<file path="src/rtl/rob_pkg.sv">
// Shared ROB types: tag width helper, entry layout and the branch-mask
// width used by the dispatcher and reservation stations.
package rob_pkg;

    localparam int BR_MASK_W  = 4;
    localparam int DATA_W_DEF = 32;
    localparam int AREG_W     = 5;

    function automatic int tag_w(input int depth);
        return $clog2(depth);
    endfunction

    typedef struct packed {
        logic                  valid;
        logic                  done;
        logic [BR_MASK_W-1:0]  br_mask;
        logic [AREG_W-1:0]     dest;
        logic [DATA_W_DEF-1:0] data;
    } rob_entry_t;

endpackage

</file>
<file path="src/rtl/rob_multi_if.sv">
// Dispatch, writeback, lookup, resolve and commit buses of the ROB.
// master = surrounding pipeline, slave = the ROB itself.
interface rob_multi_if #(
    parameter int DEPTH    = 16,
    parameter int DATA_W   = rob_pkg::DATA_W_DEF,
    parameter int BR_W     = rob_pkg::BR_MASK_W,
    parameter int WB_PORTS = 2,
    parameter int COMMIT_W = 2
);
    localparam int TAG_W = rob_pkg::tag_w(DEPTH);
    localparam int BI_W  = $clog2(BR_W);

    logic                         disp_en;
    logic [BR_W-1:0]              disp_br_mask;
    logic [4:0]                   disp_dest;
    logic [TAG_W-1:0]             disp_tag;
    logic                         rob_free;
    logic [WB_PORTS-1:0]          wb_en;
    logic [WB_PORTS*TAG_W-1:0]    wb_tag;
    logic [WB_PORTS*DATA_W-1:0]   wb_data;
    logic [1:0]                   rd_vld;
    logic [2*TAG_W-1:0]           rd_tag;
    logic [1:0]                   rd_hit;
    logic [2*DATA_W-1:0]          rd_data;
    logic                         br_en;
    logic [BI_W-1:0]              br_idx;
    logic                         br_mis;
    logic [COMMIT_W-1:0]          com_en;
    logic [COMMIT_W*TAG_W-1:0]    com_tag;
    logic [COMMIT_W*5-1:0]        com_dest;
    logic [COMMIT_W*DATA_W-1:0]   com_data;

    modport master (
        output disp_en, disp_br_mask, disp_dest,
        output wb_en, wb_tag, wb_data,
        output rd_vld, rd_tag,
        output br_en, br_idx, br_mis,
        input  disp_tag, rob_free, rd_hit, rd_data,
        input  com_en, com_tag, com_dest, com_data
    );

    modport slave (
        input  disp_en, disp_br_mask, disp_dest,
        input  wb_en, wb_tag, wb_data,
        input  rd_vld, rd_tag,
        input  br_en, br_idx, br_mis,
        output disp_tag, rob_free, rd_hit, rd_data,
        output com_en, com_tag, com_dest, com_data
    );

endinterface

</file>
<file path="src/rtl/rob_commit_sel.sv">
// Length of the ready run starting at head (bit 0), capped at COMMIT_W.
module rob_commit_sel #(
    parameter int DEPTH    = 16,
    parameter int COMMIT_W = 2,
    parameter int N_W      = 2
) (
    input  logic [DEPTH-1:0] rdy_rot,
    output logic [N_W-1:0]   n
);

    logic run;

    always_comb begin
        n   = '0;
        run = 1'b1;
        for (int i = 0; i < DEPTH; i++) begin
            run = run & rdy_rot[i];
            if (run && n < N_W'(COMMIT_W))
                n = n + N_W'(1);
        end
    end

endmodule

</file>
<file path="src/rtl/rob_multi.sv">
// Multi-commit reorder buffer: in-order allocate, N-port writeback with
// operand bypass, branch-mask squash with tail recovery, wide retire.
module rob_multi
    import rob_pkg::*;
#(
    parameter int DEPTH    = 16,
    parameter int DATA_W   = DATA_W_DEF,
    parameter int BR_W     = BR_MASK_W,
    parameter int WB_PORTS = 2,
    parameter int COMMIT_W = 2
) (
    input logic        clk,
    input logic        rst,
    input logic        rdy,
    rob_multi_if.slave bus
);

    localparam int TAG_W = tag_w(DEPTH);
    localparam int CNT_W = TAG_W + 1;
    localparam int N_W   = $clog2(COMMIT_W + 1);

    logic [DEPTH-1:0]          vld, done;
    logic [BR_W-1:0]           mask  [DEPTH];
    logic [BR_W-1:0]           nmask [DEPTH];
    logic [4:0]                dest  [DEPTH];
    logic [DATA_W-1:0]         data  [DEPTH];
    logic [TAG_W-1:0]          head, tail, idx;
    logic [CNT_W-1:0]          count, sq_off, base;
    logic [CNT_W:0]            occ;
    logic [BR_W-1:0]           clr;
    logic [DEPTH-1:0]          sq, ready, rot;
    logic [N_W-1:0]            ncom;
    logic                      mis, disp_ok;
    logic [TAG_W-1:0]          rt;
    logic [1:0]                hit;
    logic [2*DATA_W-1:0]       rdat;
    logic [COMMIT_W-1:0]       com_en_q;
    logic [COMMIT_W*TAG_W-1:0] com_tag_q;
    logic [COMMIT_W*5-1:0]     com_dest_q;
    logic [COMMIT_W*DATA_W-1:0] com_data_q;

    assign mis     = bus.br_en & bus.br_mis;
    assign clr     = bus.br_en ? ~(BR_W'(1) << bus.br_idx) : '1;
    assign disp_ok = bus.disp_en & (count < CNT_W'(DEPTH)) & ~mis;
    assign occ     = {1'b0, count} + (CNT_W + 1)'(bus.disp_en);

    always_comb begin
        for (int i = 0; i < DEPTH; i++) begin
            nmask[i] = mask[i] & clr;
            sq[i]    = mis & vld[i] & mask[i][bus.br_idx];
            ready[i] = vld[i] & done[i] & ~sq[i] & (nmask[i] == '0);
        end
        idx    = head;
        rot    = '0;
        sq_off = count;
        // Downward scan leaves the squashed entry closest to head
        for (int j = DEPTH - 1; j >= 0; j--) begin
            idx    = head + TAG_W'(j);
            rot[j] = ready[idx];
            if (sq[idx])
                sq_off = CNT_W'(j);
        end
        base = mis ? sq_off : count;
    end

    rob_commit_sel #(
        .DEPTH    (DEPTH),
        .COMMIT_W (COMMIT_W),
        .N_W      (N_W)
    ) u_sel (
        .rdy_rot (rot),
        .n       (ncom)
    );

    always_comb begin
        hit  = '0;
        rdat = '0;
        rt   = '0;
        for (int k = 0; k < 2; k++) begin
            rt = bus.rd_tag[k*TAG_W +: TAG_W];
            if (vld[rt] && done[rt]) begin
                hit[k]                    = 1'b1;
                rdat[k*DATA_W +: DATA_W]  = data[rt];
            end
            // Highest port first so the lowest matching port wins
            for (int p = WB_PORTS - 1; p >= 0; p--) begin
                if (bus.wb_en[p] && bus.wb_tag[p*TAG_W +: TAG_W] == rt) begin
                    hit[k]                   = 1'b1;
                    rdat[k*DATA_W +: DATA_W] = bus.wb_data[p*DATA_W +: DATA_W];
                end
            end
            hit[k] = hit[k] & bus.rd_vld[k];
        end
    end

    always_ff @(posedge clk) begin
        if (rst) begin
            head       <= '0;
            tail       <= '0;
            count      <= '0;
            vld        <= '0;
            done       <= '0;
            com_en_q   <= '0;
            com_tag_q  <= '0;
            com_dest_q <= '0;
            com_data_q <= '0;
            for (int i = 0; i < DEPTH; i++)
                mask[i] <= '0;
        end else if (rdy) begin
            for (int i = 0; i < DEPTH; i++)
                mask[i] <= nmask[i];
            for (int p = 0; p < WB_PORTS; p++) begin
                if (bus.wb_en[p] && vld[bus.wb_tag[p*TAG_W +: TAG_W]]) begin
                    done[bus.wb_tag[p*TAG_W +: TAG_W]] <= 1'b1;
                    data[bus.wb_tag[p*TAG_W +: TAG_W]] <=
                        bus.wb_data[p*DATA_W +: DATA_W];
                end
            end
            for (int l = 0; l < COMMIT_W; l++) begin
                com_en_q[l] <= N_W'(l) < ncom;
                if (N_W'(l) < ncom) begin
                    vld[head + TAG_W'(l)]  <= 1'b0;
                    done[head + TAG_W'(l)] <= 1'b0;
                    com_tag_q[l*TAG_W +: TAG_W]    <= head + TAG_W'(l);
                    com_dest_q[l*5 +: 5]           <= dest[head + TAG_W'(l)];
                    com_data_q[l*DATA_W +: DATA_W] <= data[head + TAG_W'(l)];
                end
            end
            for (int i = 0; i < DEPTH; i++) begin
                if (sq[i]) begin
                    vld[i]  <= 1'b0;
                    done[i] <= 1'b0;
                end
            end
            if (disp_ok) begin
                vld[tail]  <= 1'b1;
                done[tail] <= 1'b0;
                mask[tail] <= bus.disp_br_mask & clr;
                dest[tail] <= bus.disp_dest;
            end
            head  <= head + TAG_W'(ncom);
            count <= base - CNT_W'(ncom) + CNT_W'(disp_ok);
            if (mis)
                tail <= head + sq_off[TAG_W-1:0];
            else if (disp_ok)
                tail <= tail + TAG_W'(1);
        end
    end

    assign bus.disp_tag = tail;
    assign bus.rob_free = occ < (CNT_W + 1)'(DEPTH);
    assign bus.rd_hit   = hit;
    assign bus.rd_data  = rdat;
    assign bus.com_en   = com_en_q;
    assign bus.com_tag  = com_tag_q;
    assign bus.com_dest = com_dest_q;
    assign bus.com_data = com_data_q;

endmodule

</file>
<file path="src/flat_wrapper.sv">
// flat-port wrapper written by rule: the top's interface ports become plain ports
module rob_multi_flat import rob_pkg::*;
#(
    parameter int DEPTH    = 16,
    parameter int DATA_W   = DATA_W_DEF,
    parameter int BR_W     = BR_MASK_W,
    parameter int WB_PORTS = 2,
    parameter int COMMIT_W = 2
)
  (clk, rst, rdy, bus_disp_en, bus_disp_br_mask, bus_disp_dest, bus_wb_en, bus_wb_tag, bus_wb_data, bus_rd_vld, bus_rd_tag, bus_br_en, bus_br_idx, bus_br_mis, bus_disp_tag, bus_rob_free, bus_rd_hit, bus_rd_data, bus_com_en, bus_com_tag, bus_com_dest, bus_com_data);
  rob_multi_if #(.DEPTH(DEPTH), .DATA_W(DATA_W), .BR_W(BR_W), .WB_PORTS(WB_PORTS), .COMMIT_W(COMMIT_W)) bus_i ();
  input logic clk;
  input logic rst;
  input logic rdy;
  input wire logic [$bits(bus_i.disp_en)-1:0] bus_disp_en;
  input wire logic [$bits(bus_i.disp_br_mask)-1:0] bus_disp_br_mask;
  input wire logic [$bits(bus_i.disp_dest)-1:0] bus_disp_dest;
  input wire logic [$bits(bus_i.wb_en)-1:0] bus_wb_en;
  input wire logic [$bits(bus_i.wb_tag)-1:0] bus_wb_tag;
  input wire logic [$bits(bus_i.wb_data)-1:0] bus_wb_data;
  input wire logic [$bits(bus_i.rd_vld)-1:0] bus_rd_vld;
  input wire logic [$bits(bus_i.rd_tag)-1:0] bus_rd_tag;
  input wire logic [$bits(bus_i.br_en)-1:0] bus_br_en;
  input wire logic [$bits(bus_i.br_idx)-1:0] bus_br_idx;
  input wire logic [$bits(bus_i.br_mis)-1:0] bus_br_mis;
  output wire logic [$bits(bus_i.disp_tag)-1:0] bus_disp_tag;
  output wire logic [$bits(bus_i.rob_free)-1:0] bus_rob_free;
  output wire logic [$bits(bus_i.rd_hit)-1:0] bus_rd_hit;
  output wire logic [$bits(bus_i.rd_data)-1:0] bus_rd_data;
  output wire logic [$bits(bus_i.com_en)-1:0] bus_com_en;
  output wire logic [$bits(bus_i.com_tag)-1:0] bus_com_tag;
  output wire logic [$bits(bus_i.com_dest)-1:0] bus_com_dest;
  output wire logic [$bits(bus_i.com_data)-1:0] bus_com_data;
  assign bus_i.disp_en = bus_disp_en;
  assign bus_i.disp_br_mask = bus_disp_br_mask;
  assign bus_i.disp_dest = bus_disp_dest;
  assign bus_i.wb_en = bus_wb_en;
  assign bus_i.wb_tag = bus_wb_tag;
  assign bus_i.wb_data = bus_wb_data;
  assign bus_i.rd_vld = bus_rd_vld;
  assign bus_i.rd_tag = bus_rd_tag;
  assign bus_i.br_en = bus_br_en;
  assign bus_i.br_idx = bus_br_idx;
  assign bus_i.br_mis = bus_br_mis;
  assign bus_disp_tag = bus_i.disp_tag;
  assign bus_rob_free = bus_i.rob_free;
  assign bus_rd_hit = bus_i.rd_hit;
  assign bus_rd_data = bus_i.rd_data;
  assign bus_com_en = bus_i.com_en;
  assign bus_com_tag = bus_i.com_tag;
  assign bus_com_dest = bus_i.com_dest;
  assign bus_com_data = bus_i.com_data;
  rob_multi #(.DEPTH(DEPTH), .DATA_W(DATA_W), .BR_W(BR_W), .WB_PORTS(WB_PORTS), .COMMIT_W(COMMIT_W)) u_core (.clk(clk), .rst(rst), .rdy(rdy), .bus(bus_i));
endmodule
</file>
<file path="config.mk">
export PLATFORM = sky130hd
export DESIGN_NAME = rob_multi_flat
export DESIGN_NICKNAME = d
export VERILOG_FILES = /design/src/rtl/rob_pkg.sv /design/src/rtl/rob_multi_if.sv /design/src/rtl/rob_commit_sel.sv /design/src/rtl/rob_multi.sv /design/src/flat_wrapper.sv
export SDC_FILE = /design/constraint.sdc
export NUM_CORES = 2
export LEC_CHECK = 0
export CAP_MARGIN = 10
export CORE_AREA = 4 4 450 318
export CTS_BUF_LIST = sky130_fd_sc_hd__clkbuf_16
export DETAILED_ROUTE_END_ITERATION = 6
export DIE_AREA = 0 0 454 322
export GPL_ROUTABILITY_DRIVEN = 0
export PLACE_DENSITY = 0.59
export REMOVE_ABC_BUFFERS = 1
export SYNTH_ARGS = -nofsm -noshare
export SYNTH_HDL_FRONTEND = slang
export SYNTH_HIERARCHICAL = 1
export SYNTH_SLANG_ARGS = --single-unit
</file>
<file path="constraint.sdc">
create_clock -name clk -period 16.85 [get_ports clk]
set_input_delay 1.685 -clock clk [delete_from_list [all_inputs] [get_ports clk]]
set_output_delay 1.685 -clock clk [all_outputs]
set_load 0.01 [all_outputs]
</file>
== Word level (Yosys, flattened, before mapping) ==
Memories as Yosys holds them, arrays and structs flattened. A register that Yosys moved wholly into a read port is not among the register bits.
Cells that the tools add are included.
Cells by class
  add/subtract/negate cells: 36
  $lt $le $gt $ge: 46
  equality and inequality tests: 4
  shifts and indexed selects: 1
  muxes and demuxes: 311
  bitwise logic cells: 162
  reductions and logical operators: 48
Operators by type and width (number)
  2-to-1 mux 16 bit: 16
  2-to-1 mux 32 bit: 6
  2-to-1 mux 1 bit: 179
  binary-select mux 1 bit (select 4 bit): 38
  < comparator 4 x 5 -> 1 bit (second input constant): 21
  AND 1 bit: 100
  2-to-1 mux 5 bit: 17
  AND 16 bit: 5
  2-to-1 mux 4 bit: 19
  AND 4 bit: 17
  zero test 4 bit: 16
  NOT 16 bit: 3
  bitwise OR 16 bit: 3
  adder 4 bit (second input constant): 8
  binary-select mux 1 bit (select 2 bit): 16
  adder 2 x 1 -> 2 bit (second input constant): 15
  < comparator 2 bit (second input constant): 15
  2-to-1 mux 2 bit: 15
  logical AND 1 bit: 28
  demux 1 bit (select 4 bit): 5
  >= comparator 4 x 1 -> 1 bit (second input constant): 5
  NOT 1 bit: 17
  adder 4 x 3 -> 4 bit (second input constant): 4
  == test 4 bit: 4
  16 further kinds: 36
Storage, ports and cells
  flip-flop bits (word level): 55
  bits in writable memories: 656
  input port bits: 101
  output and inout port bits: 155
  word-level logic and storage cells: 619
  memories: 3
Memory list
  u_core.data: depth 16, width 32, read ports 4, clocked after memory_dff 2, write ports 2, line rob_multi.sv:26  | logic [DATA_W-1:0] data [DEPTH];
  u_core.dest: depth 16, width 5, read ports 2, clocked after memory_dff 2, write ports 1, line rob_multi.sv:25  | logic [4:0] dest [DEPTH];
  u_core.mask: depth 16, width 4, read ports 16, clocked after memory_dff 0, write ports 17, line rob_multi.sv:23  | logic [BR_W-1:0] mask [DEPTH];

== Depth between registers and ports, before layout ==
An unclocked memory read counts as a cell.
  depth after elaboration: 66
  depth in mapped cells: 27
  gate-level depth less buffers: 22

== By module ==
Netlist, hierarchy kept.
Modules (own cells, without submodules)
  rob_multi: times used 1, cells each 4094, area each 55250.5 µm², seq. area each 22281.4 µm²
  rob_commit_sel: times used 1, cells each 2, area each 16.3 µm², seq. area each 0.0 µm²

== Worst setup path before layout ==
Ideal clock, no wire load.
  path type: input to register
  start: input bus_br_idx[1]
  end: register u_core.count[4]
  library setup time: 0.116 ns
  arrival: 6.368 ns
  data required time: 16.734 ns
  path slack: 10.366 ns
  cell stages on the path: 27
  path buffers: 7
  cell sequence: clkbuf_1 -> buf_6 -> buf_6 -> clkbuf_1 -> nand3_1 -> clkbuf_1 -> a21oi_1 -> nand3_1 -> mux2i_1 -> mux2i_1 -> mux2i_1 -> nor2_1 -> a21oi_1 -> and2_2 -> clkbuf_1 -> clkbuf_1 -> inv_1 -> ha_1 -> inv_1 -> fa_1 -> inv_1 -> a21o_1 -> a21oi_1 -> or3_1 -> o41ai_1 -> a311o_1 -> nor3_1
On the way
  elaborated cells on any way between the ends: 290
  those cells by class: add/sub: 17; order compare: 15; shift: 1; mux: 130; bitwise: 96; reduce/logical: 31
RTL lines
  from (decl): line flat_wrapper.sv:24  | input wire logic [$bits(bus_i.br_idx)-1:0] bus_br_idx;
  binary-select mux 1 bit (select 2 bit) / << shifter 1 x 2 -> 4 bit (equally long branches): line rob_multi.sv:50, rob_multi.sv:43
  2-to-1 mux 1 bit (not written as such) / NOT 4 bit (equally long branches): line rob_multi.sv:50, rob_multi.sv:43
  AND 1 bit / 2-to-1 mux 4 bit (equally long branches): line rob_multi.sv:50, rob_multi.sv:43
  NOT 1 bit / AND 4 bit (equally long branches): line rob_multi.sv:51, rob_multi.sv:49
  AND 1 bit / zero test 4 bit (equally long branches): line rob_multi.sv:51  | ready[i] = vld[i] & done[i] & ~sq[i] & (nmask[i] == '0);
  AND 1 bit: line rob_multi.sv:51
  binary-select mux 1 bit (select 4 bit) (*): line rob_multi.sv:59  | rot[j] = ready[idx];
  2-to-1 mux 1 bit (not written as such) (*): line rob_multi.sv:59
  via u_core.rot[1]: line rob_multi.sv:31  | logic [DEPTH-1:0] sq, ready, rot;
  [... 40 more ...]
  logical AND 1 bit: line rob_commit_sel.sv:18  | if (run && n < N_W'(COMMIT_W))
  2-to-1 mux 2 bit: line rob_commit_sel.sv:18
  < comparator 2 bit: line rob_commit_sel.sv:18
  logical AND 1 bit: line rob_commit_sel.sv:18
  2-to-1 mux 2 bit (*): line rob_commit_sel.sv:18
  via u_core.ncom[1]: line rob_multi.sv:32  | logic [N_W-1:0] ncom;
  subtractor 5 x 2 -> 5 bit (*): line rob_multi.sv:142  | count <= base - CNT_W'(ncom) + CNT_W'(disp_ok);
  adder 5 x 1 -> 5 bit (*): line rob_multi.sv:142
  to (signal assigned): line rob_multi.sv:142
  to (decl): line rob_multi.sv:28  | logic [CNT_W-1:0] count, sq_off, base;
Mark *: on every way through the listed nets, which the timed path passes. The rest lies on a longest branch. The select of a mux whose other input is x is not followed.
A chain may end at the register's enable or synchronous reset.

== Final worst setup path ==
  start: register u_core.head[1]
  end: register u_core.count[4]
On the way
  cells in the longest elaborated chain, start to end: 50
  elaborated cells on any way between the ends: 174
  those cells by class: add/sub: 32; order compare: 15; mux: 97; bitwise: 15; reduce/logical: 15
Ends and longest elaborated chain
  from (decl): line rob_multi.sv:27  | logic [TAG_W-1:0] head, tail, idx;
  from (signal assigned): line rob_multi.sv:141  | head <= head + TAG_W'(ncom);
  adder 4 x 1 -> 4 bit (*): line rob_multi.sv:58  | idx = head + TAG_W'(j);
  binary-select mux 1 bit (select 4 bit) (*): line rob_multi.sv:59
  2-to-1 mux 1 bit (not written as such) (*): line rob_multi.sv:59
  via u_core.rot[1]: line rob_multi.sv:31
  AND 1 bit (*): line rob_commit_sel.sv:17  | run = run & rdy_rot[i];
  logical AND 1 bit: line rob_commit_sel.sv:18
  2-to-1 mux 2 bit: line rob_commit_sel.sv:18
  < comparator 2 bit: line rob_commit_sel.sv:18
  [... 36 more ...]
  logical AND 1 bit: line rob_commit_sel.sv:18
  2-to-1 mux 2 bit: line rob_commit_sel.sv:18
  < comparator 2 bit: line rob_commit_sel.sv:18
  logical AND 1 bit: line rob_commit_sel.sv:18
  2-to-1 mux 2 bit (*): line rob_commit_sel.sv:18
  via u_core.ncom[1]: line rob_multi.sv:32
  subtractor 5 x 2 -> 5 bit (*): line rob_multi.sv:142
  adder 5 x 1 -> 5 bit (*): line rob_multi.sv:142
Marks and branches as above.

==> impl_metrics.py <==
metrics = {
    "yosys": {
        "yosysWarnings": 6,
        "post_synth.cell_area_avg_sq_um": 13.58,
        "synth_area_sq_mm": 0.05494,
        "postSynthCellCount": 4046,
    },
    "finish": {
        "drive_gt1_share_pct": 37.79,
        "n_fill_cell": 12310,
        "final-seq-area_sq_mm": 0.02229,
        "utilization_pct": 44.90,
        "instances_no_fill": 5986,
        "nets": 4175,
        "multi_input_area_sq_mm": 0.03113,
        "area_delta_synth_final_pct": 12.96,
    },
    "detailed_routing": {
        "wirelength_mm": 208.2,
        "drt-vias-per-instance": 6.832,
        "wl_per_cell_um": 34.79,
        "drc": 2,
        "drtAntennaViolNets": 0,
        "vias": 40900,
        "drt-initial-drc-count": 5997,
        "drtPass1Iterations": 7,
    },
    "global_routing": {
        "gr-usage-all-layers_pct": 27.99,
        "grt_overflow_total": 0,
        "antenna_found_initial": 22,
        "first_global_vias": 39390,
        "grt_max_degree": 67,
        "grt_first_pass_wirelength_mm": 295.0,
    },
    "critical_path": {
        "path_cells": "buf_4, buf_4, inv_2, ha_4, buf_4, mux2i_1, mux2i_1, nor2_1, a21oi_1, and2_2, inv_1, ha_1, inv_1, fa_1, inv_1, a21o_1, a21oi_1, or3_1, o41ai_1, a311o_1, nor3_1",
        "required_ns": 17.44,
        "crit_path_start": "u_core/head[1]",
        "critPathBufInv": 7,
        "slowest_delay_ns": 0.89,
        "worstReg2RegStart": "u_core/head[1]",
        "crit_family": "buffers and inverters",
        "crit_fanout": 52,
        "cp-start-kind": "register",
        "cp-end-kind": "register",
        "cp.arrival_ns": 8.29,
        "cp_slowest_cell": "buf_4",
        "path_class": "register to register",
    },
    "clocking": {
        "post-cts-setup-buffer-count": 0,
        "h-tree-depth": 3,
        "holdBufCountCts": 0,
        "root_buffer": "clkbuf_16",
        "cts_made_buffers": 87,
        "tritoncts": "built",
        "clk_pin_slew_ns": 0.06,
        "cts_num_sinks": 785,
        "clk-insertion-delay-late_ns": 0.71,
        "post_cts_resized": 0,
        "cts.path.max_buffers": 3,
    },
    "floorplan": {
        "coreArea_sq_mm": 0.1382,
        "die_w_um": 454,
        "start_util_pct": 39.75,
        "die_area_sq_mm": 0.1462,
        "io_pins": 256,
        "num_rows": 114,
        "die_y_um": 322,
    },
    "placement": {
        "hpwl_mm": 123.2,
        "dp_cells": 5810,
        "portBuffers": 255,
    },
    "hold_path": {
        "hold_class": "register to register",
        "worstHoldStart": "u_core/bus.com_data[43]",
    },
    "sta": {
        "rsz0062_at_grt": "no",
        "worst_pin_slew_ns": 1.431,
        "tns_ns": 0,
        "slew_viol_final": 0,
        "layout_worst_path_cycle_share_pct": 45.73,
        "skew_ns": 0.03608,
        "fmax_mhz": 129.8,
        "fin_crit_ns": 7.705,
        "finalSetupViolations": 0,
        "hold_viol": 0,
        "maxSlewHeadroom_pct": 3.419,
    },
    "power_and_ir_drop": {
        "p_leak_nw": 19.09,
        "vdd_drop_max_mv": 0.08811,
        "p_per_area_mw_per_mm2": 75.13,
    },
    "outcome": {
        "status": "finished, violations left",
        "violations": "design-rule violations",
    },
    "job": {
        "maxCapViolations": 0,
    },
}
==> final cells by class <==
type | count | share of cell area, %
tap | 1856 | 3.742
clock inverter | 71 | 0.8448
timing repair buffer | 361 | 5.387
antenna | 12 | 0.04839
multi-input combinational | 2784 | 50.16
inverter | 24 | 0.1492
sequential | 785 | 35.92
clock buffer | 93 | 3.750
==> worst min-delay path, stage by stage, from the launching register on <==
cell     delay (ns)
dfxtp_1        0.31
nand2_1        0.05
a21oi_1        0.05
==> placed cells by master (no fill, tap or decap), types with 15 or more instances in the layout <==
| master | instances |
|---|---|
| a211oi_1 | 16 |
| a21oi_1 | 267 |
| a221oi_1 | 20 |
| a22o_1 | 18 |
| and3_1 | 15 |
| buf_4 | 108 |
| clkbuf_16 | 93 |
| clkdlybuf4s50_1 | 244 |
| clkinv_1 | 15 |
| clkinv_2 | 19 |
| dfxtp_1 | 126 |
| edfxtp_1 | 656 |
| ha_1 | 27 |
| inv_1 | 40 |
| mux2_2 | 513 |
| mux2i_1 | 77 |
| mux4_2 | 723 |
| nand2_1 | 401 |
| nand2b_1 | 32 |
| nand3_1 | 91 |
| nor2_1 | 110 |
| nor2b_1 | 15 |
| nor3_1 | 20 |
| nor3b_1 | 80 |
| o21ai_0 | 101 |
| o22ai_1 | 32 |
| xnor2_1 | 17 |
| xor2_1 | 15 |
==> sequential cells by signal, summed over array words and instances (netlist names) <==
| register | flops |
|---|---|
| u_core/bus.com_data | 64 |
| u_core/bus.com_en | 2 |
| u_core/count | 5 |
| u_core/bus.com_dest | 10 |
| u_core/data | 512 |
| u_core/mask | 64 |
| u_core/head | 4 |
| u_core/dest | 80 |
| u_core/done | 16 |
| u_core/bus.disp_tag | 4 |
| u_core/bus.com_tag | 8 |
| u_core/vld | 16 |
==> path summary, 6_finish.rpt <==
check                             to  slack (ns)  cells after the start
max                  u_core/count[4]        9.14                     21
min          u_core/bus.com_data[43]        0.45                      2
max reg2reg          u_core/count[4]        9.14                     21
min reg2reg  u_core/bus.com_data[43]        0.45                      2
==> per-layer routing <==
metal / share of wire [%] / wire, um / GRT usage, %
met1: 39 / 81280 / 38.88
met2: 43 / 89980 / 40.41
met3: 13 / 27140 / 9.019
met4: 4.7 / 9778 / 11.85
met5: 0.033 / 69 / 0
==> power by group <==
part | total (mW) | switching, mW | internal [mW]
Combinational | 0.568 | 0.305 | 0.262
Sequential | 2.14 | 0.0219 | 2.12
Clock | 1.96 | 0.852 | 1.10
Total | 4.66 | 1.18 | 3.48
==> stage by stage <==
step                power (mW)  hold WS (ns)  area, sq um  worst slack [ns]
finish                   4.663        0.4507        62060             9.145
global route             4.818        0.4737        62050             8.759
CTS                      4.695        0.4544        62030             9.175
detailed placement       2.739        0.4459        59180             9.176
global placement         2.733        0.4445        59170             8.983
floorplan                2.510        0.4366        53200            -3.772
(Power assumes the default switching activity.)
